==> src/rtl/buyruk_getir_pkg.sv <==
// Shared types and constants for the instruction-fetch stage.
// Fetch queue entries carry {sikistirilmis, pc, buyruk}.
package buyruk_getir_pkg;

    localparam int unsigned PC_W      = 18;
    localparam int unsigned BUYRUK_W  = 32;
    localparam int unsigned GIRDI_W   = 1 + PC_W + BUYRUK_W;
    localparam logic [1:0]  TAM_DESEN = 2'b11;

    typedef struct packed {
        logic                sikistirilmis;
        logic [PC_W-1:0]     pc;
        logic [BUYRUK_W-1:0] buyruk;
    } kuyruk_girdi_t;

    typedef enum logic {
        GETIR,
        BEKLE_DALLANMA
    } durum_t;

    function automatic logic sikistirilmis_mi(input logic [BUYRUK_W-1:0] w);
        return w[1:0] != TAM_DESEN;
    endfunction

endpackage

==> src/rtl/buyruk_kuyrugu.sv <==
// Small synchronous FIFO between fetch and decode.
// Pointers carry one extra wrap bit to tell full from empty.
module buyruk_kuyrugu
    import buyruk_getir_pkg::*;
#(
    parameter int unsigned KUYRUK_DERINLIK = 4
) (
    input  logic          clk_i,
    input  logic          rst_i,
    input  logic          yaz_i,
    input  logic          oku_i,
    input  logic          temizle_i,
    input  kuyruk_girdi_t veri_i,
    output kuyruk_girdi_t veri_o,
    output logic          dolu_o,
    output logic          bos_o
);

    localparam int unsigned IW = $clog2(KUYRUK_DERINLIK);

    kuyruk_girdi_t bellek_q [KUYRUK_DERINLIK];
    logic [IW:0]   yaz_q, yaz_d;
    logic [IW:0]   oku_q, oku_d;

    assign bos_o  = (yaz_q == oku_q);
    assign dolu_o = (yaz_q[IW] != oku_q[IW]) &&
                    (yaz_q[IW-1:0] == oku_q[IW-1:0]);
    assign veri_o = bellek_q[oku_q[IW-1:0]];

    always_comb begin
        yaz_d = yaz_q;
        oku_d = oku_q;
        if (temizle_i) begin
            yaz_d = '0;
            oku_d = '0;
        end else begin
            if (yaz_i && !dolu_o)
                yaz_d = yaz_q + (IW+1)'(1);
            if (oku_i && !bos_o)
                oku_d = oku_q + (IW+1)'(1);
        end
    end

    always_ff @(posedge clk_i or posedge rst_i) begin
        if (rst_i) begin
            yaz_q <= '0;
            oku_q <= '0;
        end else begin
            yaz_q <= yaz_d;
            oku_q <= oku_d;
        end
    end

    always_ff @(posedge clk_i) begin
        if (!temizle_i && yaz_i && !dolu_o)
            bellek_q[yaz_q[IW-1:0]] <= veri_i;
    end

endmodule

==> src/rtl/buyruk_getir.sv <==
// Instruction fetch: PC in halfwords, 16/32-bit classification,
// redirect handling (including during a cache miss), fetch FIFO.
module buyruk_getir
    import buyruk_getir_pkg::*;
#(
    parameter logic [PC_W-1:0] BASLANGIC_PC    = 18'h0,
    parameter int unsigned     KUYRUK_DERINLIK = 4
) (
    input  logic                clk_i,
    input  logic                rst_i,
    output logic [PC_W-1:0]     l1b_adres_o,
    input  logic [BUYRUK_W-1:0] l1b_deger_i,
    input  logic                l1b_bekle_i,
    input  logic                dallanma_gecerli_i,
    input  logic [PC_W-1:0]     dallanma_adres_i,
    input  logic                durdur_i,
    output logic [BUYRUK_W-1:0] buyruk_o,
    output logic [PC_W-1:0]     buyruk_pc_o,
    output logic                buyruk_sikistirilmis_o,
    output logic                buyruk_gecerli_o
);

    durum_t          durum_q;
    logic [PC_W-1:0] pc_q;
    logic [PC_W-1:0] bekleyen_adres_q;

    logic          bekleyen_dallanma;
    logic          dolu, bos;
    logic          yakala, cek, sikistirilmis;
    kuyruk_girdi_t yeni, bas;

    assign bekleyen_dallanma = (durum_q == BEKLE_DALLANMA);
    assign sikistirilmis     = sikistirilmis_mi(l1b_deger_i);
    assign yakala = ~l1b_bekle_i & ~dolu &
                    ~dallanma_gecerli_i & ~bekleyen_dallanma;
    assign cek    = ~bos & ~durdur_i;

    always_comb begin
        yeni.sikistirilmis = sikistirilmis;
        yeni.pc            = pc_q;
        yeni.buyruk        = sikistirilmis ?
                             {16'h0, l1b_deger_i[15:0]} : l1b_deger_i;
    end

    buyruk_kuyrugu #(
        .KUYRUK_DERINLIK(KUYRUK_DERINLIK)
    ) u_kuyruk (
        .clk_i     (clk_i),
        .rst_i     (rst_i),
        .yaz_i     (yakala),
        .oku_i     (cek),
        .temizle_i (dallanma_gecerli_i),
        .veri_i    (yeni),
        .veri_o    (bas),
        .dolu_o    (dolu),
        .bos_o     (bos)
    );

    // The PC only moves when the cache is not busy, so the miss
    // address stays stable for the fill FSM.
    always_ff @(posedge clk_i or posedge rst_i) begin
        if (rst_i) begin
            durum_q          <= GETIR;
            pc_q             <= BASLANGIC_PC;
            bekleyen_adres_q <= '0;
        end else if (dallanma_gecerli_i) begin
            if (l1b_bekle_i) begin
                durum_q          <= BEKLE_DALLANMA;
                bekleyen_adres_q <= dallanma_adres_i;
            end else begin
                durum_q <= GETIR;
                pc_q    <= dallanma_adres_i;
            end
        end else begin
            unique case (durum_q)
                BEKLE_DALLANMA: begin
                    if (!l1b_bekle_i) begin
                        durum_q <= GETIR;
                        pc_q    <= bekleyen_adres_q;
                    end
                end
                GETIR: begin
                    if (yakala)
                        pc_q <= pc_q + (sikistirilmis ? 18'd1 : 18'd2);
                end
                default: durum_q <= GETIR;
            endcase
        end
    end

    assign l1b_adres_o            = pc_q;
    assign buyruk_gecerli_o       = ~bos;
    assign buyruk_o               = bos ? '0 : bas.buyruk;
    assign buyruk_pc_o            = bos ? '0 : bas.pc;
    assign buyruk_sikistirilmis_o = bos ? 1'b0 : bas.sikistirilmis;

endmodule
==> config.mk <==
export PLATFORM = sky130hd
export DESIGN_NAME = buyruk_getir
export DESIGN_NICKNAME = d
export VERILOG_FILES = /design/src/rtl/buyruk_getir_pkg.sv /design/src/rtl/buyruk_kuyrugu.sv /design/src/rtl/buyruk_getir.sv
export SDC_FILE = /design/constraint.sdc
export NUM_CORES = 1
export LEC_CHECK = 0
export CAP_MARGIN = 0
export CORE_ASPECT_RATIO = 1.2
export CORE_MARGIN = 1
export CORE_UTILIZATION = 45
export CTS_BUF_LIST = sky130_fd_sc_hd__clkbuf_8
export DETAILED_ROUTE_END_ITERATION = 12
export HOLD_SLACK_MARGIN = 0.06
export PLACE_DENSITY = 0.67
export SYNTH_ARGS = -nofsm -noshare
export SYNTH_HDL_FRONTEND = slang
export SYNTH_SLANG_ARGS = --single-unit
==> constraint.sdc <==
create_clock -name clk_i -period 3.7 [get_ports clk_i]
set_input_delay 0.37 -clock clk_i [delete_from_list [all_inputs] [get_ports clk_i]]
set_output_delay 0.37 -clock clk_i [all_outputs]
set_load 0.02 [all_outputs]
==> impl_metrics.csv <==
group,metric,value,unit
run_status,outcome,"finished, final reports clean",
synthesis,synth-xor-area-share,0.009203,
timing,fin_hold_ws,0.3553,ns
cells_and_area,final_nets,818,
clock_tree,cts_resized,0,
cells_and_area,area_growth,20.89,%
timing,slew-limit-headroom,0.2958,
cells_and_area,final_cells,1095,
placement,dp_slack,0.7578,ns
placement,place_inst,1026,
timing,drv_slew,0,
clock_tree,cts_hold_buf,0,
cells_and_area,post-route-util,0.5601,
power_and_ir_drop,clock_power_share,0.287,
grt,grt_max_degree,54,
critical_path,worstSetupStartpointType,"flip-flop",
synthesis,ys_async_sr_fraction,0.1741,
placement,place.gp.congestion,0.7951,
job,cap_violations,0,
synthesis,yosysUniqueCellTypes,61,
min_path,hold_path.class,"primary input to async pin",
floorplanning,die_w,141.2,um
synthesis,synth_top_area_cell,"edfxtp_1",
critical_path,cp-end-kind,"primary output",
timing,fmax,0.3070,GHz
drt,antenna_left,0,
synthesis,synth_ff_type,"edfxtp_1",
power_and_ir_drop,swShare,0.2828,
power_and_ir_drop,powerDensity,546.4,mW/mm2
timing,finalWorstSetupSlack,0.4427,ns
floorplanning,coreArea,0.02260,mm2
power_and_ir_drop,seqPwrFrac,0.479,
synthesis,synth_common_cells,"edfxtp_1 (204), mux4_2 (51), nor2b_1 (51), dfrtp_1 (43), a21oi_1 (24)",
placement,hpwl,13510,um
drt,vias,5939,
floorplanning,die_height,169.1,um
synthesis,synth_area_leaders,"edfxtp_1 (59%), mux4_2 (11%), dfrtp_1 (10%)",
timing,setup_tns,0,ns
floorplanning,start_util,0.4633,
grt,grt_first_pass_wirelength,35250,um
synthesis,synth_top_family_by_area,"multiplexers",
cells_and_area,diodes,0,
synthesis,yosysSeqAreaShare,0.6879,
synthesis,syn_area_per_cell,16.62,um2
timing,fin_worst_skew,0.02260,ns
grt,grtUsageTotal,0.1944,
synthesis,synth_compound_area_frac,0.05295,
drt,drt_iter0_markers,395,
drt,vias_per_cell,5.424,
synthesis,synth_fp_nets,691,
synthesis,synth_fa_ha_area_frac,0.007171,
floorplanning,ios,125,
placement,portBuffers,124,
power_and_ir_drop,p_int,4960,uW
floorplanning,die_area,0.02388,mm2
drt,dr.pass1.iters,4,
grt,grt_overflow,0,
critical_path,critPathMaxFanout,37,
timing,setup_violations,0,
critical_path,crit_chain,"xnor2_1 > and3b_2 > buf_12 > nor2b_1 > clkdlybuf4s50_1",
cells_and_area,nFillCells,1772,
timing,rsz0062_at_grt,"no",
timing,tightestPinTransition,1.042,ns
power_and_ir_drop,ir_worst_vdd,0.2490,mV
cells_and_area,drive_gt1_frac,0.1885,
critical_path,crit_slowest_cell,"dfrtp_4",
critical_path,crit_required,3.33,ns
grt,grt_pass1_vias,6379,
synthesis,synth_mux_area_frac,0.1300,
clock_tree,cts_num_sinks,247,
clock_tree,htree_num_levels,2,
drt,wl,22060,um
synthesis,ys_ff_latch,247,
timing,fin_crit,3.257,ns
power_and_ir_drop,power_leakage,0.004295,uW
critical_path,worst-endpoint-arrival,2.89,ns
power_and_ir_drop,comb_power_share,0.234,
clock_tree,clock_latency,0.53,ns
clock_tree,cts_tree,"done",
critical_path,r2r_slack,1.24,ns
synthesis,synth_top_area_frac,0.5852,
synthesis,synth-simple-area-share,0.08223,
synthesis,yosysWarnings,0,
synthesis,synth-edff-count,204,
critical_path,worstSetupPathType,"flip-flop to primary output",
clock_tree,path_clk_slew,0.06,ns
timing,finalHoldViolCount,0,
timing,fin_crit_sh,0.8804,
clock_tree,cts_inserted_buffers,39,
floorplanning,row_count,60,
grt,antenna_found_initial,0,
drt,wl_per_cell,20.15,um
synthesis,syn_area,0.01047,mm2
synthesis,syn_inst,630,
drt,drt_drc_violations_left,0,
clock_tree,cts-root-buf,"clkbuf_8",
clock_tree,cts_buffer_depth,3,
clock_tree,post_cts.repair.setup_buffers,0,
synthesis,synthMostInstantiatedCell,"edfxtp_1",
power_and_ir_drop,switchingPower,1956,uW
critical_path,slowest_delay,0.62,ns
==> placed cells by master, fill, tap and decap left out, drive strengths merged, types with 12 or more instances in the layout <==
| cell | instances |
|---|---|
| a21oi | 25 |
| and3 | 18 |
| buf | 15 |
| clkbuf | 39 |
| clkdlybuf4s50 | 124 |
| clkinv | 12 |
| dfrtp | 43 |
| edfxtp | 204 |
| inv | 25 |
| mux2 | 18 |
| mux4 | 51 |
| nand2 | 22 |
| nor2 | 23 |
| nor2b | 51 |
| o21ai | 21 |
==> critical path, delay by kind of cell, from the launching register on <==
kind / cells / cell delay [ns]
flip-flops: 1 / 0.62
AND/OR/NAND/NOR: 2 / 0.61
buffers and inverters: 2 / 0.80
XOR/XNOR: 1 / 0.31
==> kinds of logic (layout without fill, tap and decap cells) <==
| kind of cell | Yosys count | after routing |
|---|---|---|
| AND/OR/NAND/NOR | 151 | 151 |
| AO/OA/AOI/OAI | 82 | 82 |
| buffers and inverters | 63 | 218 |
| multiplexers | 70 | 70 |
| flip-flops | 247 | 247 |
| XOR/XNOR | 11 | 11 |
| adder cells (fa/ha/maj) | 6 | 6 |
==> final cells by class <==
| type | count | area (um2) | area share |
|---|---|---|---|
| Clock inverter | 30 | 128.9 | 0.01018 |
| Multi-Input combinational cell | 320 | 2954 | 0.2334 |
| Timing Repair Buffer | 139 | 1404 | 0.1109 |
| Inverter | 10 | 37.54 | 0.002966 |
| Sequential cell | 247 | 7207 | 0.5695 |
| Tap cell | 310 | 387.9 | 0.03065 |
| Clock buffer | 39 | 536.8 | 0.04241 |
==> final timing paths <==
| kind | to | startpoint | cells past startpoint |
|---|---|---|---|
| max reg2reg | u_kuyruk.bellek_q[3][22]$_DFFE_PP_ | u_kuyruk.oku_q[0]$_DFFE_PP0P_ | 4 |
| min | bekleyen_adres_q[6]$_DFFE_PP0P_ | rst_i | 2 |
| min reg2reg | bekleyen_adres_q[8]$_DFFE_PP0P_ | bekleyen_adres_q[8]$_DFFE_PP0P_ | 1 |
| min in group clk_i | u_kuyruk.bellek_q[0][6]$_DFFE_PP_ | l1b_deger_i[6] | 1 |
| max | buyruk_pc_o[4] | u_kuyruk.oku_q[0]$_DFFE_PP0P_ | 5 |
| max in group asynchronous | l1b_adres_o[5]$_DFFE_PP0P_ | rst_i | 3 |
==> registers in the layout (all words and copies together) (netlist names) <==
signal             flops
bekleyen_adres_q      18
bekleyen_dallanma      1
l1b_adres_o           18
u_kuyruk.bellek_q    204
u_kuyruk.oku_q         3
u_kuyruk.yaz_q         3
==> metrics by stage <==
step | instance area [um2] | power [uW]
floorplan | 10470 | 4340
global placement | 11990 | 4988
detailed placement | 11990 | 5011
CTS | 12660 | 7010
global route | 12660 | 7223
finish | 12660 | 6916
==> power by group through the flow <==
stage	Combinational [uW]	Clock (uW)	Sequential, uW
6_report	1620	1980	3310
3_5_place_dp	1640	0	3370
2_1_floorplan	1050	0	3290
4_1_cts	1650	2050	3310
5_1_grt	1740	2160	3330
3_3_place_gp	1630	0	3360
==> routing by layer <==
layer | GRT usage | wire length (um) | vias up
met5 | 0 | 0 | -
met4 | 0.05718 | 398 | 0
met3 | 0.03225 | 1182 | 34
met2 | 0.3341 | 11230 | 199
met1 | 0.2542 | 9253 | 3019
li1 | - | - | 2687
No activity file was read; power rests on OpenSTA's default activity.
